File: config.mk
export PLATFORM = sky130hd
export DESIGN_NAME = cbus_arbiter_flat
export DESIGN_NICKNAME = d
export VERILOG_FILES = /design/src/rtl/cbus_arbiter_pkg.sv /design/src/rtl/cbus_arbiter_if.sv /design/src/rtl/cbus_arb_picker.sv /design/src/rtl/cbus_arbiter.sv /design/src/flat_wrapper.sv
export SDC_FILE = /design/constraint.sdc
export NUM_CORES = 1
export LEC_CHECK = 0
export CELL_PAD_IN_SITES_DETAIL_PLACEMENT = 0
export CELL_PAD_IN_SITES_GLOBAL_PLACEMENT = 1
export CORE_AREA = 10 10 131 133
export CTS_CLUSTER_SIZE = 25
export DETAILED_ROUTE_END_ITERATION = 10
export DIE_AREA = 0 0 141 143
export PLACE_DENSITY_LB_ADDON = 0.1
export SLEW_MARGIN = 25
export SYNTH_ARGS = -nofsm -noshare
export SYNTH_HDL_FRONTEND = slang
export SYNTH_SLANG_ARGS = --single-unit
File: constraint.sdc
create_clock -name clk -period 1.6 [get_ports clk]
set_input_delay 0.24 -clock clk [delete_from_list [all_inputs] [get_ports clk]]
set_output_delay 0.24 -clock clk [all_outputs]
set_load 0.01 [all_outputs]
File: src/rtl/cbus_arbiter_pkg.sv
// Shared cache-bus types and constants plus the arbiter's index/state types.
// Used by cbus_arbiter, cbus_arb_picker and cbus_arbiter_if.
package cbus_arbiter_pkg;

    localparam logic [1:0] MSIZE4 = 2'd2;

    // Burst length is encoded as beats-1
    localparam logic [3:0] MLEN1  = 4'd0;
    localparam logic [3:0] MLEN4  = 4'd3;
    localparam logic [3:0] MLEN8  = 4'd7;
    localparam logic [3:0] MLEN16 = 4'd15;

    typedef struct packed {
        logic        valid;
        logic        wen;
        logic [31:0] addr;
        logic [31:0] data;
        logic [1:0]  size;
        logic [3:0]  len;
    } cbus_req_t;

    typedef struct packed {
        logic        ready;
        logic        last;
        logic [31:0] data;
    } cbus_resp_t;

    localparam int CBUS_ARB_MAX_INPUTS = 8;
    typedef logic [$clog2(CBUS_ARB_MAX_INPUTS)-1:0] cbus_arb_idx_t;

    typedef enum logic {
        IDLE = 1'b0,
        BUSY = 1'b1
    } cbus_arb_state_e;

endpackage

File: src/rtl/cbus_arbiter_if.sv
// Bundle of upstream request/response arrays and the single downstream port.
import cbus_arbiter_pkg::*;

interface cbus_arbiter_if #(
    parameter int NUM_INPUTS = 2
);
    cbus_req_t  ireqs  [NUM_INPUTS];
    cbus_resp_t oresps [NUM_INPUTS];
    cbus_req_t  oreq;
    cbus_resp_t iresp;

    modport slave (
        input  ireqs,
        input  iresp,
        output oresps,
        output oreq
    );

    modport master (
        output ireqs,
        output iresp,
        input  oresps,
        input  oreq
    );
endinterface

File: src/rtl/cbus_arb_picker.sv
// Combinational grant pick. Define CBUS_ARB_ROUND_ROBIN_EN for round-robin
// starting after last_index_i; otherwise fixed priority with index 0 highest.
module cbus_arb_picker #(
    parameter int NUM_INPUTS = 2,
    parameter int IDX_W      = $clog2(NUM_INPUTS)
) (
    input  logic [NUM_INPUTS-1:0] valid_i,
    input  logic [IDX_W-1:0]      last_index_i,
    output logic [IDX_W-1:0]      pick_o,
    output logic                  any_valid_o
);

`ifdef CBUS_ARB_ROUND_ROBIN_EN
    logic [IDX_W-1:0] cand;

    // Scan farthest-first so the nearest valid master after last_index wins
    always_comb begin
        pick_o      = '0;
        any_valid_o = 1'b0;
        cand        = '0;
        for (int k = NUM_INPUTS; k >= 1; k--) begin
            cand = IDX_W'((int'(last_index_i) + k) % NUM_INPUTS);
            if (valid_i[cand]) begin
                pick_o      = cand;
                any_valid_o = 1'b1;
            end
        end
    end
`else
    logic unused_last;
    assign unused_last = ^last_index_i;

    always_comb begin
        pick_o      = '0;
        any_valid_o = 1'b0;
        for (int i = NUM_INPUTS - 1; i >= 0; i--) begin
            if (valid_i[i]) begin
                pick_o      = IDX_W'(i);
                any_valid_o = 1'b1;
            end
        end
    end
`endif

endmodule

File: src/rtl/cbus_arbiter.sv
// N-to-1 cache-bus arbiter: grants one master for a whole burst, one idle
// cycle between bursts. Pick policy selected by CBUS_ARB_ROUND_ROBIN_EN.
module cbus_arbiter
    import cbus_arbiter_pkg::*;
#(
    parameter int NUM_INPUTS = 2
) (
    input logic            clk,
    input logic            resetn,
    cbus_arbiter_if.slave  bus
);

    localparam int IDX_W = $clog2(NUM_INPUTS);

    cbus_arb_state_e         state_q, state_d;
    logic [IDX_W-1:0]        index_q, index_d;
    logic [IDX_W-1:0]        last_index_q, last_index_d;
    logic [IDX_W-1:0]        pick;
    logic                    any_valid;
    logic [NUM_INPUTS-1:0]   valid_vec;

    always_comb begin
        valid_vec = '0;
        for (int i = 0; i < NUM_INPUTS; i++) begin
            valid_vec[i] = bus.ireqs[i].valid;
        end
    end

    cbus_arb_picker #(
        .NUM_INPUTS (NUM_INPUTS),
        .IDX_W      (IDX_W)
    ) u_picker (
        .valid_i      (valid_vec),
        .last_index_i (last_index_q),
        .pick_o       (pick),
        .any_valid_o  (any_valid)
    );

    always_ff @(posedge clk) begin
        if (!resetn) begin
            state_q      <= IDLE;
            index_q      <= '0;
            last_index_q <= IDX_W'(NUM_INPUTS - 1);
        end else begin
            state_q      <= state_d;
            index_q      <= index_d;
            last_index_q <= last_index_d;
        end
    end

    // Data path is a pure mux while BUSY so write data follows the master each beat
    always_comb begin
        state_d      = state_q;
        index_d      = index_q;
        last_index_d = last_index_q;
        bus.oreq     = '0;
        for (int i = 0; i < NUM_INPUTS; i++) begin
            bus.oresps[i] = '0;
        end

        case (state_q)
            IDLE: begin
                if (any_valid) begin
                    index_d = pick;
                    state_d = BUSY;
                end
            end
            BUSY: begin
                bus.oreq            = bus.ireqs[index_q];
                bus.oresps[index_q] = bus.iresp;
                if (bus.iresp.ready && bus.iresp.last) begin
                    state_d      = IDLE;
                    last_index_d = index_q;
                end
            end
            default: state_d = IDLE;
        endcase
    end

endmodule

File: src/flat_wrapper.sv
// flat-port wrapper written by rule: the top's interface ports become plain ports
module cbus_arbiter_flat import cbus_arbiter_pkg::*;
#(
    parameter int NUM_INPUTS = 2
)
  (clk, resetn, bus_ireqs, bus_iresp, bus_oresps, bus_oreq);
  cbus_arbiter_if #(.NUM_INPUTS(NUM_INPUTS)) bus_i ();
  input logic clk;
  input logic resetn;
  input wire logic [$bits(bus_i.ireqs)-1:0] bus_ireqs;
  input wire logic [$bits(bus_i.iresp)-1:0] bus_iresp;
  output wire logic [$bits(bus_i.oresps)-1:0] bus_oresps;
  output wire logic [$bits(bus_i.oreq)-1:0] bus_oreq;
  assign bus_i.ireqs = {>>{bus_ireqs}};
  assign bus_i.iresp = bus_iresp;
  assign bus_oresps = {>>{bus_i.oresps}};
  assign bus_oreq = bus_i.oreq;
  cbus_arbiter #(.NUM_INPUTS(NUM_INPUTS)) u_core (.clk(clk), .resetn(resetn), .bus(bus_i));
endmodule
Yosys cells after proc, flatten, opt, wreduce, memory -nomap -nowiden
Cells that the tools add are included.
{"block": "totals", "out_inout_bits": 140, "register_bits": 2, "inputBits": 180, "word_cells": 23}
{"block": "op_classes", "bitwise": 3, "n_reduce_logical": 3, "order_cmp": 2, "muxes": 13}
{"op": "$mux W72", "n": 4}
{"op": "$and A68 B68 Y68", "n": 1}
{"op": "$mux W68", "n": 1}
{"op": "$demux W34 S1", "n": 1}
{"op": "$mux W34", "n": 1}
{"op": "$mux W1", "n": 5}
{"op": "$ge A2 B2 Y1 const B", "n": 1}
{"op": "$logic_and A1 B1 Y1", "n": 2}
{"op": "$lt A2 B1 Y1 const B", "n": 1}
{"op": "$not A1 Y2", "n": 1}
{"op": "$pmux W1 S2", "n": 1}
{"op": "$reduce_and A2 Y1", "n": 1}
{"op": "$not A1 Y1", "n": 1}

Longest topological paths before layout
Gate-level depths: netlist (run 1).
{"block": "logic_depth", "word_depth": 7, "mapped_depth": 4, "depth_no_buf": 2}

By module
Synthesis (run 1) repeated with hierarchy kept, for this count alone.
{"block": "hier_totals", "cells_unflattened": 252, "area_unflattened_um2": 2038.2}
{"mod": "cbus_arbiter", "area_each_um2": 2025.7, "n_inst": 1, "cells_per_inst": 250, "seq_area_each_um2": 60.1}
{"mod": "cbus_arb_picker", "area_each_um2": 12.5, "n_inst": 1, "cells_per_inst": 2, "seq_area_each_um2": 0.0}

Worst setup path before layout (run 1)
Ideal clock, no wire load.
{"block": "synth_path", "kind": "flip-flop to output port", "startpoint": "reg u_core.index_q", "endpoint": "out bus_oresps[34]", "path_slack_ps": 435, "t_arrival_ps": 925, "required_time_ps": 1360, "path_buffers": 2, "path_stages_with_launch": 5, "path_cell_list": "dfxtp_1 buf_12 nor2b_4 buf_6 and2_1"}
{"block": "synth_between", "elab_chain_len": 7, "elab_cells_between_ends": 8, "cone_classes": "order compare (2); mux (3); bitwise (2); reduce/logical (1)"}
{"element": "from (decl)", "line": "cbus_arbiter.sv:16", "text": "logic [IDX_W-1:0] index_q, index_d;"}
{"element": "from (signal assigned)", "line": "cbus_arbiter.sv:46", "text": "index_q <= index_d;"}
{"element": "$not A1 Y2 (not written as such) *", "line": "cbus_arbiter.sv:70", "text": "bus.oresps[index_q] = bus.iresp;"}
{"element": "$ge A2 B2 Y1 (not written as such) or $lt A2 B1 Y1 (tied branches)", "line": "cbus_arbiter.sv:70"}
{"element": "$logic_and A1 B1 Y1 (not written as such)", "line": "cbus_arbiter.sv:70"}
{"element": "$mux W34 (not written as such)", "line": "cbus_arbiter.sv:70"}
{"element": "$demux W34 S1 *", "line": "cbus_arbiter.sv:70"}
{"element": "$and A68 B68 Y68 (no source line) *"}
{"element": "$mux W68 *", "line": "cbus_arbiter.sv:61", "text": "case (state_q)"}
{"element": "to (decl)", "line": "flat_wrapper.sv:12", "text": "output wire logic [$bits(bus_i.oresps)-1:0] bus_oresps;"}
Mark *: on every way between the ends. The rest lies on a longest branch, timed or not.

Final worst setup path (run 1)
{"block": "layout_path", "startpoint": "reg u_core.index_q", "endpoint": "out bus_oreq[42]"}
{"block": "layout_between", "elab_chain_len": 5}
{"element": "$not A1 Y2 (not written as such)", "line": "cbus_arbiter.sv:69", "text": "bus.oreq = bus.ireqs[index_q];"}
{"element": "$mux W72 (not written as such) (3 in a row)", "line": "cbus_arbiter.sv:69"}
{"element": "$mux W72", "line": "cbus_arbiter.sv:61"}
{"element": "to (decl)", "line": "flat_wrapper.sv:13", "text": "output wire logic [$bits(bus_i.oreq)-1:0] bus_oreq;"}
Every way passes these cells. The select of a mux whose other input is x is not followed.

==> results of run 1 <==
==> layer usage <==
| layer | GRT usage | wire, µm | up-vias |
|---|---|---|---|
| li1 | - | - | 1529 |
| met1 | 0.130 | 5030 | 1382 |
| met2 | 0.271 | 8400 | 139 |
| met3 | 0.0438 | 1230 | 4 |
| met4 | 0.0250 | 105 | 0 |
| met5 | 0 | 0 | - |
==> what timing repair did <==
action	in CTS	in global routing
setup buffers	33	8
endpoints found under the setup margin	140	111
cloned	12	0
resized for setup	593	34
hold buffers	0	0
pin swaps	17	13
==> cells by family (layout without fill, tap and decap cells) <==
group                  Yosys count  in the layout  synth area share
muxes                           72             72             0.358
buffers and inverters           28            375             0.151
DFF                              2              2            0.0199
AOI/OAI and AO/OA                2              2            0.0106
and+or+nand+nor                143            143             0.460
==> report_power, final <==
| part | switching [mW] | internal, mW | leakage, nW |
|---|---|---|---|
| combinational | 0.601 | 1.07 | 2.61 |
| sequential | 0.00839 | 0.0537 | 0.0178 |
| clock | 0.0612 | 0.328 | 0.0382 |
| total | 0.671 | 1.45 | 2.67 |
==> final timing paths <==
kind | from | end | slack [ns] | cells past startpoint
max | u_core.index_q$_SDFFE_PN0P_ | bus_oreq[42] | -0.06 | 7
min | resetn | u_core.index_q$_SDFFE_PN0P_ | 0.61 | 2
max reg2reg | u_core.index_q$_SDFFE_PN0P_ | u_core.index_q$_SDFFE_PN0P_ | 0.47 | 4
min reg2reg | u_core.state_q$_SDFF_PN0_ | u_core.state_q$_SDFF_PN0_ | 0.81 | 3
==> cell usage after synthesis <==
library cell,count
nor2b_1,73
clkbuf_1,7
and2_1,14
buf_6,6
mux2i_1,72
dfxtp_1,2
o221a_2,1
buf_12,9
o311a_1,1
nor2b_4,1
and3_1,34
nand3_1,1
inv_1,1
buf_2,5
and2_2,20
==> per-stage QoR <==
stage / power [mW] / TNS (ns) / hold slack [ns]
floorplan: 0.654 / 0 / 0.385
global placement: 1.59 / -12.18 / 0.813
detailed placement: 1.59 / -12.99 / 0.817
CTS: 2.25 / -8.09 / 0.613
global route: 2.26 / -4.13 / 0.621
finish: 2.12 / -0.854 / 0.614
==> final cells by class <==
class / count / share of cell area
sequential: 2 / 0.00833
timing repair buffer: 370 / 0.630
multi-input combinational: 217 / 0.307
tap: 184 / 0.0403
inverter: 1 / 0.000657
clock buffer: 4 / 0.0138
==> registers in the layout, summed over array words and instances (netlist names) <==
register,flops
u_core.index_q,1
u_core.state_q,1
==> run_results.csv, run 1 <==
group,metric,value,unit
sta,fin_ws,-0.0595,ns
worst_setup_path,path_cells,"buf_12 -> buf_8 -> buf_16 -> buf_6 -> mux2i_1 -> nor2b_1 -> buf_2",
placement,placed_cell_area,0.00535,mm²
global_route,antenna_found_initial,0,
worst_setup_path,slowest_stage,"dfxtp_4",
worst_setup_path,required,1.36,ns
routing,ant_nets,0,
worst_setup_path,critical_path_class,"reg2out",
global_route,grt_pass1_wl,21200,µm
sta,skew,0.00306,ns
cells_and_area,final_common_cell,"clkdlybuf4s50_1",
placement,place_ws,-0.165,ns
routing,dr.pass1.iters,3,
worst_setup_path,crit_family,"buffers and inverters",
synthesis,syn-num-nets,427,
floorplanning,row_count,44,
global_route,gr-usage-all-layers,0.135,
cells_and_area,drive_gt1_frac,0.357,
sta,worstMarginPinSlew,0.191,ns
cells_and_area,area_growth,184,%
placement,dp_hpwl,11600,µm
floorplanning,ios,320,
clocking,tritoncts,"done",
cells_and_area,multi_input_area,0.00175,mm²
routing,drtIter0Drc,44,
sta,fin_crit,1.66,ns
synthesis,synthDistinctLibCells,15,
cells_and_area,final_cell_count_no_fill,778,
sta,period_share,1.04,
worst_setup_path,path_buf_inv,5,
synthesis,synthesis.area,0.00201,mm²
synthesis,synth_seq_area_share,0.0199,
cells_and_area,fillers,1482,
clocking,root_buffer,"clkbuf_16",
placement,io_buffers,319,
sta,rsz0062_at_grt,"true",
placement,gp_congestion,0.759,
sta,max_freq,603,MHz
sta,finalMaxSlewViolations,0,
clocking,cts.htree.levels,1,
routing,vias,3054,
sta,hold_viol_final,0,
worst_setup_path,max_stage_delay,0.35,ns
sta,worst_slew_margin_rel,0.872,
min_path,hold_path_class,"in2reg",
floorplanning,fp.dieW,141,µm
synthesis,synth_area_leaders,"mux2i_1, nor2b_1, and3_1, buf_12, and2_2",
outcome,outcome,"complete, but fails checks",
worst_setup_path,critPathLaunchType,"flop",
clocking,clk_latency,0.22,ns
synthesis,synth_top_cell_by_area,"mux2i_1",
cells_and_area,final_cell_mix,"clkdlybuf4s50_1, buf_2, nor2b_1",
power,vdd_drop_max,0.279,mV
cells_and_area,ff_latch_area,47.5,µm²
routing,drc,0,
floorplanning,coreArea,0.0144,mm²
synthesis,synthCells,247,
global_route,overflow,0,
global_route,grt_max_degree,46,
synthesis,synth_area_per_cell,8.14,µm²
clocking,cts_max_path_buffers,2,
routing,avgViaCountPerCell,3.93,
worst_setup_path,worstPathMaxFanout,6,
cells_and_area,num_antenna_cells,0,
worst_setup_path,end_kind,"primary output",
routing,wl_per_cell,19.0,µm
synthesis,ys_warn_count,0,
placement,dp_cells,737,
floorplanning,start_util,0.139,
clocking,clock-sinks,2,
power,pwr_density_cell,372,mW/mm²
cells_and_area,design_area,0.00571,mm²
outcome,violations,"negative setup slack",
synthesis,synth_top_cell_area_share,0.358,
floorplanning,die-area,0.0202,mm²
worst_setup_path,arrival,1.42,ns
routing,wirelength,14800,µm
floorplanning,die_y,143,µm
sta,setup_viol,30,
power,p_leak,2.67,nW
cells_and_area,final_util,0.396,
cells_and_area,fin_nets,775,
run,maxCapViolCount,0,
global_route,grt_pass1_vias,3329,
clocking,path_clk_slew,0.03,ns
clocking,numCtsBuffers,3,
synthesis,ys_ff_latch,2,
Power figures use the tool's default switching activity.
==> inputs of run 2 (changes only) <==
Settings changed: CTS_BUF_LIST set to sky130_fd_sc_hd__clkbuf_8 sky130_fd_sc_hd__clkbuf_16.
==> run 2 against run 1 <==
The flow still finishes with violations (negative setup slack); sequential share of layout area is essentially flat; register-to-register slack is essentially flat; cell area is essentially flat; first-iteration DRC count is the same; combinational power is essentially flat; clock skew is essentially flat; highest routed layer unchanged.
==> run_results.csv, run 2 (same netlist as run 1, synthesis figures left out) <==
group,metric,value,unit
routing,wl_per_cell,19.0,µm
cells_and_area,final_util,0.396,
outcome,outcome,"complete, but fails checks",
worst_setup_path,path_buf_inv,5,
routing,dr.pass1.iters,3,
global_route,overflow,0,
sta,hold_viol_final,0,
global_route,grt_max_degree,46,
min_path,hold_start,"resetn",
sta,worstMarginPinSlew,0.191,ns
cells_and_area,area_growth,184,%
floorplanning,row_count,44,
floorplanning,start_util,0.139,
min_path,holdPathEnd,"u_core.index_q$_SDFFE_PN0P_",
placement,dp_cells,737,
floorplanning,fp.dieW,141,µm
clocking,tritoncts,"done",
sta,fin_ws,-0.0601,ns
min_path,hold_depth,2,
placement,gp_congestion,0.759,
worst_setup_path,arrival,1.42,ns
worst_setup_path,end_kind,"primary output",
placement,place_ws,-0.165,ns
sta,finalMaxSlewViolations,0,
clocking,cts.htree.levels,1,
placement,io_buffers,319,
clocking,root_buffer,"clkbuf_16",
sta,max_freq,602,MHz
worst_setup_path,crit_family,"buffers and inverters",
cells_and_area,fin_nets,775,
placement,placed_cell_area,0.00535,mm²
cells_and_area,ff_latch_area,47.5,µm²
worst_setup_path,reg2reg_setup_slack,0.47,ns
routing,wirelength,14800,µm
sta,period_share,1.04,
sta,worst_slew_margin_rel,0.872,
worst_setup_path,required,1.36,ns
clocking,path_clk_slew,0.03,ns
clocking,numCtsBuffers,3,
clocking,clk_latency,0.22,ns
worst_setup_path,critical_path_class,"reg2out",
placement,dp_hpwl,11600,µm
sta,skew,0.00344,ns
sta,timing.hold.ws,0.614,ns
worst_setup_path,worstPathMaxFanout,6,
worst_setup_path,path_cells,"buf_12 -> buf_8 -> buf_16 -> buf_6 -> mux2i_1 -> nor2b_1 -> buf_2",
routing,drc,0,
floorplanning,die-area,0.0202,mm²
cells_and_area,fillers,1481,
worst_setup_path,critPathLaunchType,"flop",
min_path,hold_path_class,"in2reg",
routing,vias,3055,
outcome,violations,"negative setup slack",
global_route,antenna_found_initial,0,
cells_and_area,drive_gt1_frac,0.357,
sta,fin_crit,1.66,ns
routing,avgViaCountPerCell,3.93,
floorplanning,die_y,143,µm
power,pwr_density_cell,371,mW/mm²
cells_and_area,largest_registers,"u_core.index_q x1, u_core.state_q x1",
sta,rsz0062_at_grt,"true",
floorplanning,ios,320,
routing,drtIter0Drc,44,
global_route,gr-usage-all-layers,0.135,
cells_and_area,num_antenna_cells,0,
global_route,grt_pass1_vias,3329,
global_route,grt_pass1_wl,21200,µm
cells_and_area,final_cell_mix,"clkdlybuf4s50_1, buf_2, nor2b_1",
worst_setup_path,r2r-start,"u_core.index_q$_SDFFE_PN0P_",
cells_and_area,final_common_cell,"clkdlybuf4s50_1",
clocking,clock-sinks,2,
cells_and_area,multi_input_area,0.00175,mm²
sta,setup_viol,30,
power,vdd_drop_max,0.279,mV
worst_setup_path,max_stage_delay,0.35,ns
worst_setup_path,worstReg2RegEnd,"u_core.index_q$_SDFFE_PN0P_",
run,maxCapViolCount,0,
clocking,cts_hold_buf,0,
worst_setup_path,reg2regPathDepth,4,
worst_setup_path,slowest_stage,"dfxtp_4",
routing,ant_nets,0,
cells_and_area,final_cell_count_no_fill,778,
power,p_leak,2.67,nW
cells_and_area,design_area,0.00571,mm²
floorplanning,coreArea,0.0144,mm²
clocking,cts_max_path_buffers,2,
## run 2: cell types whose count changed in the layout (fill, tap and decap cells not counted)
cell / previous run / this run
clkbuf_1: 1 / 0
clkdlybuf4s15_1: 5 / 6
dlygate4sd2_1: 19 / 18
inv_1: 1 / 2
## run 2: worst reg2reg max path, cell delays in order (launching register included)
cell     delay, ns
dfxtp_4       0.35
buf_12        0.13
buf_4         0.16
buf_16        0.14
o221a_2       0.23
## run 2: what timing repair did
item / 4_1_cts / 5_1_grt
resized for setup: 594 / 34
pin swaps: 17 / 13
setup buffers: 33 / 8
setup endpoints to repair: 140 / 111
cloned: 12 / 0
## run 2: worst max-delay path by stage
stage	from	endpoint	slack (ns)	cells past startpoint
after global placement	u_core.index_q$_SDFFE_PN0P_	bus_oreq[9]	-0.17	4
after CTS	u_core.index_q$_SDFFE_PN0P_	bus_oreq[39]	-0.21	8
after detailed placement	u_core.index_q$_SDFFE_PN0P_	bus_oreq[9]	-0.17	4
final	u_core.index_q$_SDFFE_PN0P_	bus_oreq[42]	-0.06	7
after global routing	u_core.index_q$_SDFFE_PN0P_	bus_oreq[41]	-0.14	7
after floorplan	u_core.index_q$_SDFFE_PN0P_	bus_oresps[34]	0.44	4
## run 2: per-stage QoR
stage,TNS (ns),power (mW)
after floorplan,0,0.654
after global placement,-12.18,1.59
after detailed placement,-12.99,1.59
after CTS,-8.11,2.24
after global routing,-4.16,2.25
final,-0.872,2.12
## run 2: layer usage
layer / GRT usage / part of all wire / vias to the layer above
met1: 0.130 / 0.34 / 1381
met3: 0.0438 / 0.084 / 4
met2: 0.271 / 0.57 / 141
met5: 0 / 0 / -
li1: - / - / 1529
met4: 0.0250 / 0.0071 / 0
## run 2: report_power, final
group | internal [mW] | leakage [nW] | total (mW) | switching (mW)
registers | 0.0537 | 0.0178 | 0.0621 | 0.00839
clock network | 0.322 | 0.0423 | 0.383 | 0.0619
logic | 1.07 | 2.61 | 1.67 | 0.601
## run 2: layout make-up
type / instances / share of cell area
repair buffers: 370 / 0.630
multi-input cells: 217 / 0.307
well taps: 184 / 0.0403
clock buffers: 3 / 0.0131
flip-flops and latches: 2 / 0.00832
clock inverters: 1 / 0.000657
inverters: 1 / 0.000657
